`src/rtl/cdc_rst_sequencer.sv`:
```
// Ordered reset-release sequencer: holds all downstream stages in reset, then
// releases them one at a time, waiting for each stage's ready ack with a timeout.
module cdc_rst_sequencer #(
  parameter int NUM_STAGES     = 4,
  parameter int HOLD_CYCLES    = 16,
  parameter int TIMEOUT_CYCLES = 1024
) (
  input  logic                  clk,
  input  logic                  rst_n,
  input  logic                  sw_rst_req,
  input  logic [NUM_STAGES-1:0] stage_ready_in,
  output logic [NUM_STAGES-1:0] stage_rst_n_out,
  output logic                  busy,
  output logic                  all_ready,
  output logic                  timeout_err,
  output logic [((NUM_STAGES > 1) ? $clog2(NUM_STAGES) : 1)-1:0] fail_stage
);

  localparam int unsigned NS       = NUM_STAGES;
  localparam int unsigned IW       = (NUM_STAGES > 1) ? $clog2(NUM_STAGES) : 1;
  localparam int unsigned MAX_CNT  = (HOLD_CYCLES > TIMEOUT_CYCLES) ? HOLD_CYCLES : TIMEOUT_CYCLES;
  localparam int unsigned CW       = $clog2(MAX_CNT + 1);
  localparam logic [CW-1:0] HOLD_LAST = CW'(HOLD_CYCLES - 1);
  localparam logic [CW-1:0] TO_LAST   = CW'(TIMEOUT_CYCLES - 1);
  localparam logic [IW-1:0] IDX_LAST  = IW'(NUM_STAGES - 1);

  if (NUM_STAGES < 1 || HOLD_CYCLES < 1 || TIMEOUT_CYCLES < 1) begin : g_bad_param
    $error("cdc_rst_sequencer: NUM_STAGES, HOLD_CYCLES and TIMEOUT_CYCLES must all be >= 1");
  end

  typedef enum logic [1:0] {S_HOLD, S_WAIT, S_DONE, S_ERROR} state_t;

  state_t        state;
  logic [CW-1:0] counter;
  logic [IW-1:0] idx;

  // Released stages always form a thermometer code, so the next release is a shift-in of 1.
  always_ff @(posedge clk or negedge rst_n) begin
    if (!rst_n) begin
      state           <= S_HOLD;
      stage_rst_n_out <= '0;
      counter         <= '0;
      idx             <= '0;
      busy            <= 1'b1;
      all_ready       <= 1'b0;
      timeout_err     <= 1'b0;
      fail_stage      <= '0;
    end else if (sw_rst_req) begin
      state           <= S_HOLD;
      stage_rst_n_out <= '0;
      counter         <= '0;
      idx             <= '0;
      busy            <= 1'b1;
      all_ready       <= 1'b0;
      timeout_err     <= 1'b0;
      fail_stage      <= '0;
    end else begin
      case (state)
        S_HOLD: begin
          if (counter == HOLD_LAST) begin
            stage_rst_n_out <= NS'(1);
            idx             <= '0;
            counter         <= '0;
            state           <= S_WAIT;
          end else begin
            counter <= counter + CW'(1);
          end
        end
        S_WAIT: begin
          // Ready takes precedence over a timeout expiring on the same edge.
          if (stage_ready_in[idx]) begin
            if (idx == IDX_LAST) begin
              state     <= S_DONE;
              all_ready <= 1'b1;
              busy      <= 1'b0;
            end else begin
              stage_rst_n_out <= (stage_rst_n_out << 1) | NS'(1);
              idx             <= idx + IW'(1);
              counter         <= '0;
            end
          end else if (counter == TO_LAST) begin
            state       <= S_ERROR;
            timeout_err <= 1'b1;
            fail_stage  <= idx;
            busy        <= 1'b0;
          end else begin
            counter <= counter + CW'(1);
          end
        end
        default: ;
      endcase
    end
  end

endmodule
```
`config.mk`:
```
export PLATFORM = sky130hd
export DESIGN_NAME = cdc_rst_sequencer
export DESIGN_NICKNAME = d
export VERILOG_FILES = /design/src/rtl/cdc_rst_sequencer.sv
export SDC_FILE = /design/constraint.sdc
export NUM_CORES = 1
export LEC_CHECK = 0
export CORE_MARGIN = 3
export CORE_UTILIZATION = 40
export CTS_CLUSTER_SIZE = 16
export DETAILED_ROUTE_END_ITERATION = 8
export PLACE_DENSITY = 0.64
export SYNTH_ARGS = -nofsm -noshare
export SYNTH_HDL_FRONTEND = slang
export SYNTH_SLANG_ARGS = --single-unit
```
`constraint.sdc`:
```
create_clock -name clk -period 6.35 [get_ports clk]
set_clock_uncertainty 0.05 [all_clocks]
set_input_delay 0.9525 -clock clk [delete_from_list [all_inputs] [get_ports clk]]
set_output_delay 0.9525 -clock clk [all_outputs]
set_load 0.01 [all_outputs]
```
==> metrics.md <==
| Metric | Value |
|---|---|
| Outcome | `complete, no violations` |
| #FFs+latches synth | `24` |
| DIE HEIGHT | `62.8 µm` |
| MaxCap Viol Count | `0` |
| GRT overflow | `0` |
| PwrDens | `188 nW/µm²` |
| Final setup viols | `0` |
| Post-DP HPWL | `1.93 mm` |
| Mapped Nets | `130` |
| Hold path cells | `1` |
| Setup WS post-layout | `3.71 ns` |
| Gpl congestion | `0.773` |
| Hold Vio Cnt, Final | `0` |
| Required @ worst endpoint | `6.55 ns` |
| Num ports | `16` |
| Core ar. | `2900 µm²` |
| Die footprint | `3940 µm²` |
| Syn Inst Count | `121` |
| Arr. time, crit path | `2.84 ns` |
| Initial Utilization | `44.4%` |
| Largest net degree at the start of global routing | `25` |
| Synth top area cells | `dfrtp_1, a22o_2, nand3_1` |
| Worst vdd ir | `0.000101 V` |
| DR pass1 iterations | `4` |
| Ant diodes | `0` |
| TritonCTS buffer count | `3` |
| Post-synthesis cell type count | `46` |
| Reg2reg path depth | `4` |
| Die W | `62.8 µm` |
| Top cell type's share of synthesized area | `44.7%` |
| Cell Area, Synth | `1290 µm²` |
| Num rows | `19` |
| Residual DRC | `0` |
| CTS tree | `done` |
| Async SR Flop Fraction | `100%` |
| Syn_area_per_cell | `10.7 µm²` |
| Kind of critical path | `in2reg` |
| Hold path endpoint | `stage_rst_n_out[3]` |
| Max Buffers Root-to-Sink | `2` |
| Routed Wire Length | `2.59 mm` |
| Post-CTS Setup Inserts | `0` |
| Crit path from | `stage_ready_in[3]` |
| Clock latency on the worst-skew pair | `0.32 ns` |
| Initial drt markers | `55` |
| Via density | `5.36` |
| Detailed-route wire length per cell | `14.5 µm` |
| Pre-CTS setup slack | `3.35 ns` |
| Clk pin slew, worst setup/hold paths | `0.14 ns` |
| Layout cell share with drive strength beyond 1 | `18.2%` |
| Max Freq | `0.378 GHz` |
| H-tree levels | `1` |
| Vias in the first global route | `926` |
| Yosys top cell by area | `dfrtp_1` |
| Initial antenna violation count | `0` |
| Yosys warns | `0` |
| GRT Util Overall | `14.9%` |
| RR Startpoint | `counter[5]` |
| First-pass GRT wire length | `4.69 mm` |
| Final net count | `147` |
| Slew Viols, Final | `0` |
| LEAKAGE | `0.623 nW` |
| Sequential area share after synthesis | `46.7%` |
| Clock root cell | `clkbuf_4` |
| Worst Path Max Fanout | `8` |
| Layout area overhead | `18.8%` |
| Fin crit share | `41.6%` |
| Worst hold start | `stage_rst_n_out[3]` |
| RSZ-0062 raised after global routing | `false` |
| Number of port buffers | `15` |
| Final setup TNS | `0 ns` |
| Post-CTS Resized | `0` |
| Relative slew slack | `31.7%` |
| Worst Setup Start Kind | `input pin` |
| Hold buffer count at CTS | `0` |
| Worst hold path class | `reg2reg` |
| Worst-Margin Slew | `1.02 ns` |
| Post-route ant nets | `0` |
| Main synth FF type | `dfrtp_1` |
| Vias | `960` |
| CP Capture Type | `flip-flop` |
| Clock Sinks | `24` |
| Flop2flop setup slack | `4.19 ns` |
| EDFF count, synth | `0` |
| Reg2Reg Capture Point | `idx[0]` |
| Final Critical Period | `2.64 ns` |
## through the flow
step                cells  instance area [µm²]  hold WS, ns  util [%]  power (mW)
floorplan             121                 1290        0.440         -       0.168
global placement      175                 1480        0.444      51.0       0.178
detailed placement    175                 1480        0.454      51.0       0.178
finish                179                 1530        0.483      52.8       0.288
global route          179                 1530        0.503      52.8       0.302
CTS                   179                 1530        0.488      52.8       0.291
## flip-flops by register name, indices dropped and copies added, names as in the netlist
| register | flops |
|---|---|
| busy | 1 |
| timeout_err | 1 |
| state | 2 |
| stage_rst_n_out | 4 |
| fail_stage | 2 |
| all_ready | 1 |
| counter | 11 |
| idx | 2 |
## cell usage after synthesis, types with 2 or more instances
library cell	number
o211ai_1	5
ha_1	2
or2_2	2
nand2_1	5
a22o_2	4
o21ai_0	3
nor2_1	8
mux2i_1	3
nand2b_1	2
inv_1	9
or3_1	5
nor4_1	2
nand3_1	8
dfrtp_1	23
xor2_1	2
nor3b_1	2
a21oi_1	7
## layout make-up
type / instances / area (µm²)
multi-input combinational: 84 / 637
clock buffer: 3 / 22.5
timing repair buffer: 15 / 150
sequential: 24 / 602
inverter: 10 / 37.5
tap: 42 / 52.6
fill: 286 / 1370
clock inverter: 1 / 30.0
## layout by cell type (no fill, tap or decap), types with 2 or more instances in the layout
| master | synthesis | layout |
|---|---|---|
| or2_2 | 2 | 2 |
| nand2_1 | 5 | 5 |
| or3_1 | 5 | 5 |
| nand3_1 | 8 | 8 |
| inv_1 | 9 | 9 |
| a21oi_1 | 7 | 7 |
| clkdlybuf4s50_1 | 0 | 15 |
| o211ai_1 | 5 | 5 |
| nor2_1 | 8 | 8 |
| clkbuf_4 | 0 | 3 |
| ha_1 | 2 | 2 |
| dfrtp_1 | 23 | 23 |
| nor3b_1 | 2 | 2 |
| mux2i_1 | 3 | 3 |
| a22o_2 | 4 | 4 |
| xor2_1 | 2 | 2 |
| o21ai_0 | 3 | 3 |
| nor4_1 | 2 | 2 |
| nand2b_1 | 2 | 2 |
## worst max-delay path: stages
cell and delay (ns):
clkdlybuf4s50_1 0.39, mux4_2 0.55, or3_4 0.39, o21ai_4 0.24, nand2b_2 0.14, o211ai_1 0.18
## kinds of logic after synthesis
family | share of synthesized area, %
compound gates | 19.8
mux | 4.95
simple gates | 21.4
xor+xnor | 1.36
flops | 46.7
fa+ha+maj | 1.94
buf+inv | 3.88
## how the worst max path moves through the flow
stage	slack (ns)	cells after the start	endpoint
4_1_cts	3.70	6	counter[10]
2_1_floorplan	3.85	5	fail_stage[0]
3_3_place_gp	3.38	6	counter[3]
6_report	3.71	6	counter[3]
5_1_grt	3.59	6	counter[10]
3_5_place_dp	3.35	5	fail_stage[1]
## metal layers
metal / track usage (%) / vias up / share of wire, %
li1: - / 480 / -
met1: 21.0 / 461 / 49
met2: 22.4 / 14 / 45
met3: 3.24 / 5 / 3.4
met4: 5.79 / 0 / 1.6
met5: 0 / - / 0
## where the power goes
part | internal (mW) | total, mW | switching (mW) | leakage, nW
clock | 0.0639 | 0.113 | 0.0491 | 0.0279
sequential | 0.155 | 0.158 | 0.00254 | 0.328
combinational | 0.00762 | 0.0174 | 0.00974 | 0.267
total | 0.226 | 0.288 | 0.0613 | 0.623
No activity file was read; power rests on OpenSTA's default activity.
